## config.mk

```make
export PLATFORM = sky130hd
export DESIGN_NAME = md5_engine_pool
export DESIGN_NICKNAME = d
export VERILOG_FILES = /design/src/rtl/md5_pool_pkg.sv /design/src/rtl/md5_engine.sv /design/src/rtl/rr_arbiter.sv /design/src/rtl/md5_engine_pool.sv
export SDC_FILE = /design/constraint.sdc
export NUM_CORES = 2
export LEC_CHECK = 0
export CORE_ASPECT_RATIO = 0.9
export CORE_MARGIN = 2
export CORE_UTILIZATION = 56
export CTS_CLUSTER_SIZE = 20
export DETAILED_ROUTE_END_ITERATION = 8
export PLACE_DENSITY_LB_ADDON = 0.15
export SKIP_CTS_REPAIR_TIMING = 1
export SLEW_MARGIN = 10
export SYNTH_ARGS = -nofsm -noshare
export SYNTH_HDL_FRONTEND = slang
export SYNTH_SLANG_ARGS = --single-unit
```

## constraint.sdc

```tcl
create_clock -name clk_i -period 96.1 [get_ports clk_i]
set_clock_uncertainty 0.2 [all_clocks]
set_input_delay 14.415 -clock clk_i [delete_from_list [all_inputs] [get_ports clk_i]]
set_output_delay 14.415 -clock clk_i [all_outputs]
set_load 0.01 [all_outputs]
```

## src/rtl/md5_pool_pkg.sv

```systemverilog
// Shared types and helpers for the md5 engine pool.
package md5_pool_pkg;

    localparam int BLOCK_WIDTH  = 512;
    localparam int RESULT_WIDTH = 32;
    localparam int SEQ_WIDTH    = 32;
    localparam int MAX_UNITS    = 32;

    typedef logic [SEQ_WIDTH-1:0]           seq_t;
    typedef logic [RESULT_WIDTH-1:0]        result_t;
    typedef logic [$clog2(MAX_UNITS)-1:0]   unit_idx_t;

    typedef struct packed {
        result_t data;
        seq_t    seq;
    } result_entry_t;

    // Cyclic successor of ptr in 0..n-1.
    function automatic unit_idx_t next_index(unit_idx_t ptr, int n);
        return (int'(ptr) >= n - 1) ? '0 : unit_idx_t'(ptr + 1'b1);
    endfunction

endpackage

```

## src/rtl/md5_engine.sv

```systemverilog
// Cycle-level md5 engine: accepts one block when idle, stays busy for the
// latency carried in the block, then pulses its result if the block matched.
// Block fields: [7:0] latency (0 treated as 1), [8] match, [9] pulse twice
// on back-to-back cycles, [63:32] result value.
module md5_engine
    import md5_pool_pkg::*;
(
    input  logic                   clk_i,
    input  logic                   rst_ni,
    input  logic                   valid_i,
    input  logic [BLOCK_WIDTH-1:0] block_i,
    output logic                   ready_o,
    output logic                   result_valid_o,
    output result_t                result_o
);

    logic [7:0] cnt_q;
    logic       match_q, dbl_q;
    result_t    res_q;

    // Capture a block on handshake, then count down to completion.
    always_ff @(posedge clk_i or negedge rst_ni) begin
        if (!rst_ni) begin
            cnt_q   <= '0;
            match_q <= 1'b0;
            dbl_q   <= 1'b0;
            res_q   <= '0;
        end else if (valid_i && ready_o) begin
            cnt_q   <= (block_i[7:0] == 8'd0) ? 8'd1 : block_i[7:0];
            match_q <= block_i[8];
            dbl_q   <= block_i[9];
            res_q   <= block_i[63:32];
        end else if (cnt_q != 8'd0) begin
            cnt_q <= cnt_q - 8'd1;
        end
    end

    assign ready_o        = (cnt_q == 8'd0);
    assign result_valid_o = match_q && ((cnt_q == 8'd1) || (dbl_q && cnt_q == 8'd2));
    assign result_o       = res_q;

endmodule

```

## src/rtl/rr_arbiter.sv

```systemverilog
// Round-robin arbiter: first requester at or after ptr_i, searching cyclically.
module rr_arbiter #(
    parameter int  N  = 7,
    localparam int IW = $clog2(N)
) (
    input  logic [N-1:0]  req_i,
    input  logic [IW-1:0] ptr_i,
    output logic [N-1:0]  gnt_o,
    output logic [IW-1:0] idx_o,
    output logic          any_o
);

    // Scan from farthest to nearest so the nearest requester wins.
    always_comb begin
        idx_o = '0;
        any_o = 1'b0;
        for (int k = N - 1; k >= 0; k--) begin
            if (req_i[(int'(ptr_i) + k) % N]) begin
                idx_o = IW'((int'(ptr_i) + k) % N);
                any_o = 1'b1;
            end
        end
        gnt_o        = '0;
        gnt_o[idx_o] = any_o;
    end

endmodule

```

## src/rtl/md5_engine_pool.sv

```systemverilog
// Pool of md5 engines: round-robin dispatch to free units, per-unit result
// slots, round-robin registered drain with ready/valid backpressure.
module md5_engine_pool
    import md5_pool_pkg::*;
#(
    parameter int  NUM_UNITS = 7,
    localparam int UW        = $clog2(NUM_UNITS)
) (
    input  logic                   clk_i,
    input  logic                   reset_ni,
    output logic                   md5_block_ready_o,
    input  logic                   md5_block_valid_i,
    input  logic [BLOCK_WIDTH-1:0] md5_block_data_i,
    input  logic                   result_ready_i,
    output logic                   result_valid_o,
    output result_t                result_data_o,
    output seq_t                   result_seq_o,
    output logic [UW-1:0]          result_unit_o,
    output logic                   overflow_o
);

    logic [1:0]           rst_sync_q;
    logic                 rst_n;
    logic [NUM_UNITS-1:0] eng_ready, eng_rv, slot_full, elig, disp_gnt, drn_gnt;
    result_t              eng_res   [NUM_UNITS];
    result_entry_t        slot_data [NUM_UNITS];
    logic [UW-1:0]        disp_idx, drn_idx, disp_ptr_q, res_ptr_q;
    logic                 disp_any, drn_any, fire, load;
    seq_t                 seq_cnt_q;

    // Reset asserts immediately, releases on a clock edge.
    always_ff @(posedge clk_i or negedge reset_ni) begin
        if (!reset_ni) rst_sync_q <= '0;
        else           rst_sync_q <= {rst_sync_q[0], 1'b1};
    end
    assign rst_n = rst_sync_q[1];

    assign elig              = eng_ready & ~slot_full;
    assign md5_block_ready_o = disp_any;
    assign fire              = md5_block_valid_i & disp_any;
    assign load              = !result_valid_o || result_ready_i;

    rr_arbiter #(.N(NUM_UNITS)) u_disp_arb (
        .req_i(elig), .ptr_i(disp_ptr_q), .gnt_o(disp_gnt), .idx_o(disp_idx), .any_o(disp_any)
    );

    rr_arbiter #(.N(NUM_UNITS)) u_drain_arb (
        .req_i(slot_full), .ptr_i(res_ptr_q), .gnt_o(drn_gnt), .idx_o(drn_idx), .any_o(drn_any)
    );

    for (genvar i = 0; i < NUM_UNITS; i++) begin : g_unit
        logic          full_q;
        result_entry_t slot_q;
        seq_t          tag_q;

        md5_engine u_eng (
            .clk_i          (clk_i),
            .rst_ni         (rst_n),
            .valid_i        (fire & disp_gnt[i]),
            .block_i        (md5_block_data_i),
            .ready_o        (eng_ready[i]),
            .result_valid_o (eng_rv[i]),
            .result_o       (eng_res[i])
        );

        // Tag on dispatch; capture a pulse into an empty slot, free on drain.
        always_ff @(posedge clk_i or negedge rst_n) begin
            if (!rst_n) begin
                full_q <= 1'b0;
                slot_q <= '0;
                tag_q  <= '0;
            end else begin
                if (fire && disp_gnt[i]) tag_q <= seq_cnt_q;
                if (eng_rv[i] && !full_q) begin
                    full_q <= 1'b1;
                    slot_q <= '{data: eng_res[i], seq: tag_q};
                end else if (load && drn_gnt[i]) begin
                    full_q <= 1'b0;
                end
            end
        end

        assign slot_full[i] = full_q;
        assign slot_data[i] = slot_q;
    end

    // Sequence/pointer bookkeeping, sticky overflow and the output register.
    always_ff @(posedge clk_i or negedge rst_n) begin
        if (!rst_n) begin
            seq_cnt_q      <= '0;
            disp_ptr_q     <= '0;
            res_ptr_q      <= '0;
            overflow_o     <= 1'b0;
            result_valid_o <= 1'b0;
            result_data_o  <= '0;
            result_seq_o   <= '0;
            result_unit_o  <= '0;
        end else begin
            if (|(eng_rv & slot_full)) overflow_o <= 1'b1;
            if (fire) begin
                seq_cnt_q  <= seq_cnt_q + 1'b1;
                disp_ptr_q <= UW'(next_index(unit_idx_t'(disp_idx), NUM_UNITS));
            end
            if (load) begin
                result_valid_o <= drn_any;
                if (drn_any) begin
                    result_data_o <= slot_data[drn_idx].data;
                    result_seq_o  <= slot_data[drn_idx].seq;
                    result_unit_o <= drn_idx;
                    res_ptr_q     <= UW'(next_index(unit_idx_t'(drn_idx), NUM_UNITS));
                end
            end
        end
    end

endmodule

```

== Yosys cells after proc, flatten, opt, wreduce, memory -nomap -nowiden ==
Index checks and enable logic that the tools add are counted.
Word-level totals
  bits in registers: 1082
  bits of input ports: 516
  output and inout bits: 70
  logic and storage cells: 349
Operators by class
  add/sub/neg operators: 22
  div/mod/pow operators: 14
  magnitude comparators: 21
  equality and inequality tests: 14
  mux-type cells: 108
  bitwise gates (word level): 14
  reductions and logical operators: 91
Operators by type and width (count)
  32-bit by 5-bit < comparator with 1-bit output, second input constant: 14
  32-bit by 4-bit modulo with 32-bit output, second input constant: 12
  64-bit binary-select mux with 3-bit select: 1
  64-bit two-way mux: 2
  8-bit two-way mux: 15
  8-bit zero test: 8
  4-bit by 4-bit modulo with 32-bit output, second input constant: 2
  1-bit two-way mux: 58
  8-bit by 1-bit equality test with 1-bit output, second input constant: 7
  8-bit by 2-bit equality test with 1-bit output, second input constant: 7
  8-bit nonzero test: 7
  8-bit by 1-bit subtractor with 8-bit output, second input constant: 7
  3-bit two-way mux: 16
  1-bit logical AND: 44
  1-bit binary-select mux with 3-bit select: 14
  32-bit by 1-bit adder with 32-bit output, second input constant: 1
  7-bit AND: 4
  2-bit nonzero test: 14
  3-bit by 3-bit adder with 4-bit output, second input constant: 6
  3-bit by 2-bit adder with 4-bit output, second input constant: 4
  3-bit by 1-bit adder with 4-bit output, second input constant: 2
  1-bit AND: 8
  1-bit zero test: 8
  1-bit logical OR: 8
  10 further kinds: 15

== Depth between registers and ports, before layout ==
  depth after elaboration: 20
  depth in mapped cells: 27
  mapped depth without buffers: 19

== Hierarchy ==
Synthesis repeated with hierarchy kept, for this count alone.
Unflattened totals
  cells, all modules: 3725
  area, all modules: 50144.3 um^2
By module, submodules not included
  md5_engine_pool: instances 1, cells an instance 2268, area each 33296.9 um^2, sequential area each 19718.9 um^2
  md5_engine: instances 7, cells an instance 126, area each 1793.0 um^2, sequential area each 1051.0 um^2
  rr_arbiter at u_drain_arb: instances 1, cells an instance 306, area each 2259.7 um^2, sequential area each 0.0 um^2
  rr_arbiter at u_disp_arb: instances 1, cells an instance 269, area each 2037.0 um^2, sequential area each 0.0 um^2

== Worst setup path after synthesis ==
No wires, ideal clock.
  path type: reg2out
  start: reg disp_ptr_q[0]
  end: out md5_block_ready_o
  data arrival time: 4.506 ns
  data required time: 81.485 ns
  setup slack: 76.979 ns
  cell stages (with the launch flop): 19
  path buffers: 3
  path through: dfrtp_1 > buf_2 > clkinv_1 > clkbuf_1 > ha_1 > ha_1 > ha_1 > clkbuf_1 > a31oi_1 > xnor2_1 > ha_1 > a21o_1 > o21ai_0 > a2bb2oi_2 > o32ai_1 > a32o_1 > o21bai_1 > nor4_1 > nand2_1
Between the ends
  word-level cells in the longest chain between the ends: 12
  elaborated cells between the ends (all ways): 41
  those cells by class: add/sub (6); div (7); mux (28)
RTL lines
  start: declaration: RTL line md5_engine_pool.sv:27  | logic [UW-1:0] disp_idx, drn_idx, disp_ptr_q, res_ptr_q;
  start signal: assignment: RTL line md5_engine_pool.sv:102  | disp_ptr_q <= UW'(next_index(unit_idx_t'(disp_idx), NUM_UNITS));
  3-bit by 3-bit adder with 4-bit output: RTL line rr_arbiter.sv:18  | if (req_i[(int'(ptr_i) + k) % N]) begin
  32-bit by 4-bit modulo with 32-bit output: RTL line rr_arbiter.sv:18
  1-bit binary-select mux with 3-bit select: RTL line rr_arbiter.sv:18
  1-bit two-way mux (implied by the code) (2 in a row): RTL line rr_arbiter.sv:18
  1-bit two-way mux (6 in a row): RTL line rr_arbiter.sv:18
  1-bit two-way mux *: RTL line rr_arbiter.sv:18
  end: declaration: RTL line md5_engine_pool.sv:11  | output logic md5_block_ready_o,
Every way passes the cells marked *; elsewhere a longest branch is shown, timed or not. The select of a mux whose other input is x is not followed.

== Worst setup path after layout ==
Same ends and word-level chain as after synthesis.

==> summary.md <==
| Metric | Value |
|---|---|
| Status | complete, no violations |
| Die Span X | 320 um |
| First-pass detailed-route iteration total | 8 |
| Crit path buf inv count | 3 |
| Hold depth | 0 |
| Residual DRC | 0 |
| Highest net fanout along the worst path | 32 |
| Slew @ Worst Pin | 1180 ps |
| Synthesized area | 50200 sq um |
| # IOs | 586 |
| Crit end category | output pin |
| Sequential fraction of the synthesis area | 53.9% |
| CP startpoint kind | register |
| Die height | 288 um |
| Post-layout nets | 4491 |
| Crit path cell chain | buf_4 > clkinv_1 > ha_1 > ha_1 > ha_1 > a31oi_1 > xnor2_1 > ha_1 > a21o_1 > o21ai_0 > a2bb2oi_2 > o32ai_1 > a32o_1 > o21bai_1 > nor4_1 > nand2_1 > clkdlybuf4s50_1 |
| Area grow syn2layout | 11.4% |
| # H-tree levels | 3 |
| Predominant post-synthesis flop cell | dfrtp_1 |
| Max-slew violations | 0 |
| Core footprint | 89100 sq um |
| Crit-path leading delay family | adder cells |
| Post-synthesis compound-gate area fraction | 8.39% |
| Routing usage on met2 | 43.2% |
| Avg Inst Size Synth | 13.0 sq um |
| Period utilisation layout | 22.4% |
| DRT Wirelength | 131000 um |
| Vias in the first global route | 32400 |
| Gr usage total | 28.4% |
| Adder-Cell Fraction of Synth Area | 1.72% |
| Largest net degree at the start of global routing | 176 |
| Fmax | 46.4 MHz |
| Die area | 92100 sq um |
| Critical Path RT | 81490 ps |
| Post-synthesis xor/xnor area fraction | 1.22% |
| CTS tree | built |
| Clock tree sinks | 1082 |
| CP dominant cell by count | ha_1 |
| Setup crit end | md5_block_ready_o |
| Worst setup margin | 74530 ps |
| Hold crit path type | reg2reg |
| Number of CTS-inserted buffers | 107 |
| Crit path depth | 17 |
| Post-DP Area | 52300 sq um |
| Worst-path clk slew | 60 ps |
| Main combinational cell family by area after synthesis | multiplexers |
| RR Startpoint | res_ptr_q[0] |
| EDFF count, synth | 0 |
| Hold Violations, Final | 0 |
| Fin Setup TNS | 0 ps |
| Clk_lat worst skew | 700 ps |
| Post-synth ARST share | 100% |
| Share of layout cells above drive strength 1 | 30.9% |
| Post-DP HPWL | 72700 um |
| Slowest CP cell | nor4_1 |
| Final setup viols | 0 |
| Final instance area | 56000 sq um |
| Crit path kind | reg2out |
| DR WL/cell | 25.3 um |
| Yosys cell types | 104 |
| FP Rows | 104 |
| Cells after Synth | 3875 |
| Global-route wire length before repair | 201000 um |
| Yosys warning count | 0 |
| Pre-CTS WS | 75290 ps |
| Reg-to-reg slack, setup | 87100 ps |
| Crit path time final | 21570 ps |
| Worst slew margin | 20.8% |
| DR vias | 32700 |
| GRT met1 Usage | 43.4% |
| CTS root buf | clkbuf_16 |
| Met3 usage | 4.22% |
| Max cap viols | 0 |
| Worst reg2reg path depth | 20 |
| Arrival time at the worst endpoint | 6950 ps |
| Clock tree buffer depth | 3 |
| Initial core utilization | 56.4% |
| Critical Path Start | disp_ptr_q[0] |
| Buffers on Ports | 115 |
| Vias/cell | 6.34 |
| First DRT Iteration DRCs | 2764 |
| Area share of and/or/nand/nor cells after synthesis | 6.64% |
| Remaining global-route overflow | 0 |
| Routed Antenna Nets | 0 |
| Initial antenna violation count | 3 |
| Number of synthesized register bits | 1082 |
| Post-synthesis mux area share | 25.1% |
| GRT Max-Usage Layer | met1 |
| RSZ-0062 raised after global routing | no |
| Syn_nets | 4460 |
| CP peak stage delay | 880 ps |
| R2R Path End | result_seq_o[14] |
| Placer Congestion | 0.926 |
==> cells by family after synthesis <==
family | Yosys count
AOI/OAI and AO/OA | 575
and+or+nand+nor | 638
buffers and inverters | 324
xor gates and xnor gates | 70
muxes | 1116
adders and majority gates | 69
DFF | 1082
other | 1
==> final cells by class <==
class / instances / area, sq um
Clock buffer: 157 / 3120
Clock inverter: 41 / 548
Inverter: 66 / 250
Multi-Input combinational cell: 2469 / 21800
Antenna cell: 1 / 2.50
Fill cell: 6873 / 33200
Timing Repair Buffer: 180 / 1690
Sequential cell: 1082 / 27100
Tap cell: 1166 / 1460
==> worst min path at each step <==
stage	from	end
after floorplan	rst_sync_q[0]	rst_sync_q[1]
after global placement	rst_sync_q[0]	rst_sync_q[1]
after detailed placement	rst_sync_q[0]	rst_sync_q[1]
after CTS	rst_sync_q[0]	rst_sync_q[1]
after global routing	rst_sync_q[0]	rst_sync_q[1]
final	rst_sync_q[0]	rst_sync_q[1]
==> flip-flops by register name (all words and copies together) (netlist names) <==
name / cells
disp_ptr_q: 3
g_unit.full_q: 7
g_unit.slot_q: 448
g_unit.tag_q: 224
g_unit.u_eng.cnt_q: 56
g_unit.u_eng.dbl_q: 7
g_unit.u_eng.match_q: 7
g_unit.u_eng.result_o: 224
overflow_o: 1
res_ptr_q: 3
result_data_o: 32
result_seq_o: 32
result_unit_o: 3
result_valid_o: 1
rst_sync_q: 2
seq_cnt_q: 32
==> through the flow <==
stage,utilization (%),hold slack (ps),std cells
2_1_floorplan,-,131,3875
3_3_place_gp,58.7,140,4963
3_5_place_dp,58.7,143,4963
4_1_cts,62.8,161,5161
5_1_grt,62.8,174,5162
6_report,62.8,160,5162
==> Yosys cell counts (all sizes together), types with 7 or more instances <==
| library cell | number | share of area, % |
|---|---|---|
| a211oi | 19 | 0.32 |
| a21boi | 8 | 0.14 |
| a21oi | 103 | 1.1 |
| a221o | 13 | 0.26 |
| a221oi | 32 | 0.56 |
| a222oi | 36 | 0.72 |
| a22oi | 41 | 0.61 |
| a311oi | 7 | 0.13 |
| a31o | 8 | 0.14 |
| a31oi | 23 | 0.30 |
| and2 | 17 | 0.22 |
| and3 | 44 | 0.55 |
| buf | 98 | 1.3 |
| clkbuf | 160 | 1.2 |
| dfrtp | 1082 | 54 |
| ha | 69 | 1.7 |
| inv | 64 | 0.48 |
| mux2 | 1020 | 23 |
| mux2i | 86 | 1.7 |
| mux4 | 10 | 0.45 |
| nand2 | 126 | 0.96 |
| nand2b | 25 | 0.31 |
| nand3 | 71 | 0.72 |
| nand4 | 20 | 0.25 |
| nor2 | 131 | 0.99 |
| nor2b | 18 | 0.22 |
| nor3 | 95 | 1.0 |
| nor4 | 13 | 0.16 |
| nor4b | 10 | 0.19 |
| o211ai | 19 | 0.29 |
| o21a | 10 | 0.15 |
| o21ai | 90 | 0.92 |
| o221ai | 39 | 0.68 |
| o22ai | 15 | 0.19 |
| o31ai | 39 | 0.58 |
| or2 | 12 | 0.15 |
| or3 | 11 | 0.14 |
| or4 | 11 | 0.18 |
| xnor2 | 47 | 0.82 |
| xor2 | 23 | 0.40 |
==> worst register-to-register path: stages, from the launching register on <==
cell      delay (ps)
dfrtp_1          320
buf_4            430
inv_1            460
ha_1             540
xnor2_1          490
ha_1             230
ha_1             410
nor3b_1          530
nand2_1          200
a311oi_1         570
nor3_1           100
a32oi_1          490
o21ai_0          280
or3_1            420
o211a_2          280
inv_4            610
buf_4            810
nor3_4           280
buf_4            410
a222oi_1         550
o221ai_1         200
==> per-layer routing <==
layer | vias to the layer above | share of wire (%)
li1 | 14400 | -
met1 | 17200 | 47
met2 | 1019 | 45
met3 | 179 | 6.4
met4 | 2 | 1.9
met5 | - | 0.0054
==> cell usage in the layout (no fill, tap or decap), types with 14 or more instances in the layout <==
cell	Yosys	final
o21ai_0	89	89
a221oi_1	32	32
clkdlybuf4s50_1	0	115
o31ai_1	39	39
and3_1	44	42
nand4_1	20	20
dfrtp_1	1082	1081
o221ai_1	39	39
mux2_2	892	892
xor2_1	23	23
buf_4	8	61
mux2i_1	86	86
clkbuf_8	0	21
clkbuf_16	0	109
mux2_1	118	118
a21oi_1	98	97
o211ai_1	18	18
nand2_1	123	120
clkbuf_1	159	27
a31oi_1	22	21
o22ai_1	15	15
ha_1	69	69
nor3_1	90	90
nor2_1	128	126
clkinv_2	0	23
inv_1	62	62
xnor2_1	47	47
nand3_1	70	70
a22oi_1	41	41
a211oi_1	17	17
nand2b_1	25	23
nor2b_1	18	14
a222oi_1	36	36
Power is left out: the tool's default activity adds up to more than one toggle a clock period on the data nets, which glitch-free logic cannot reach.
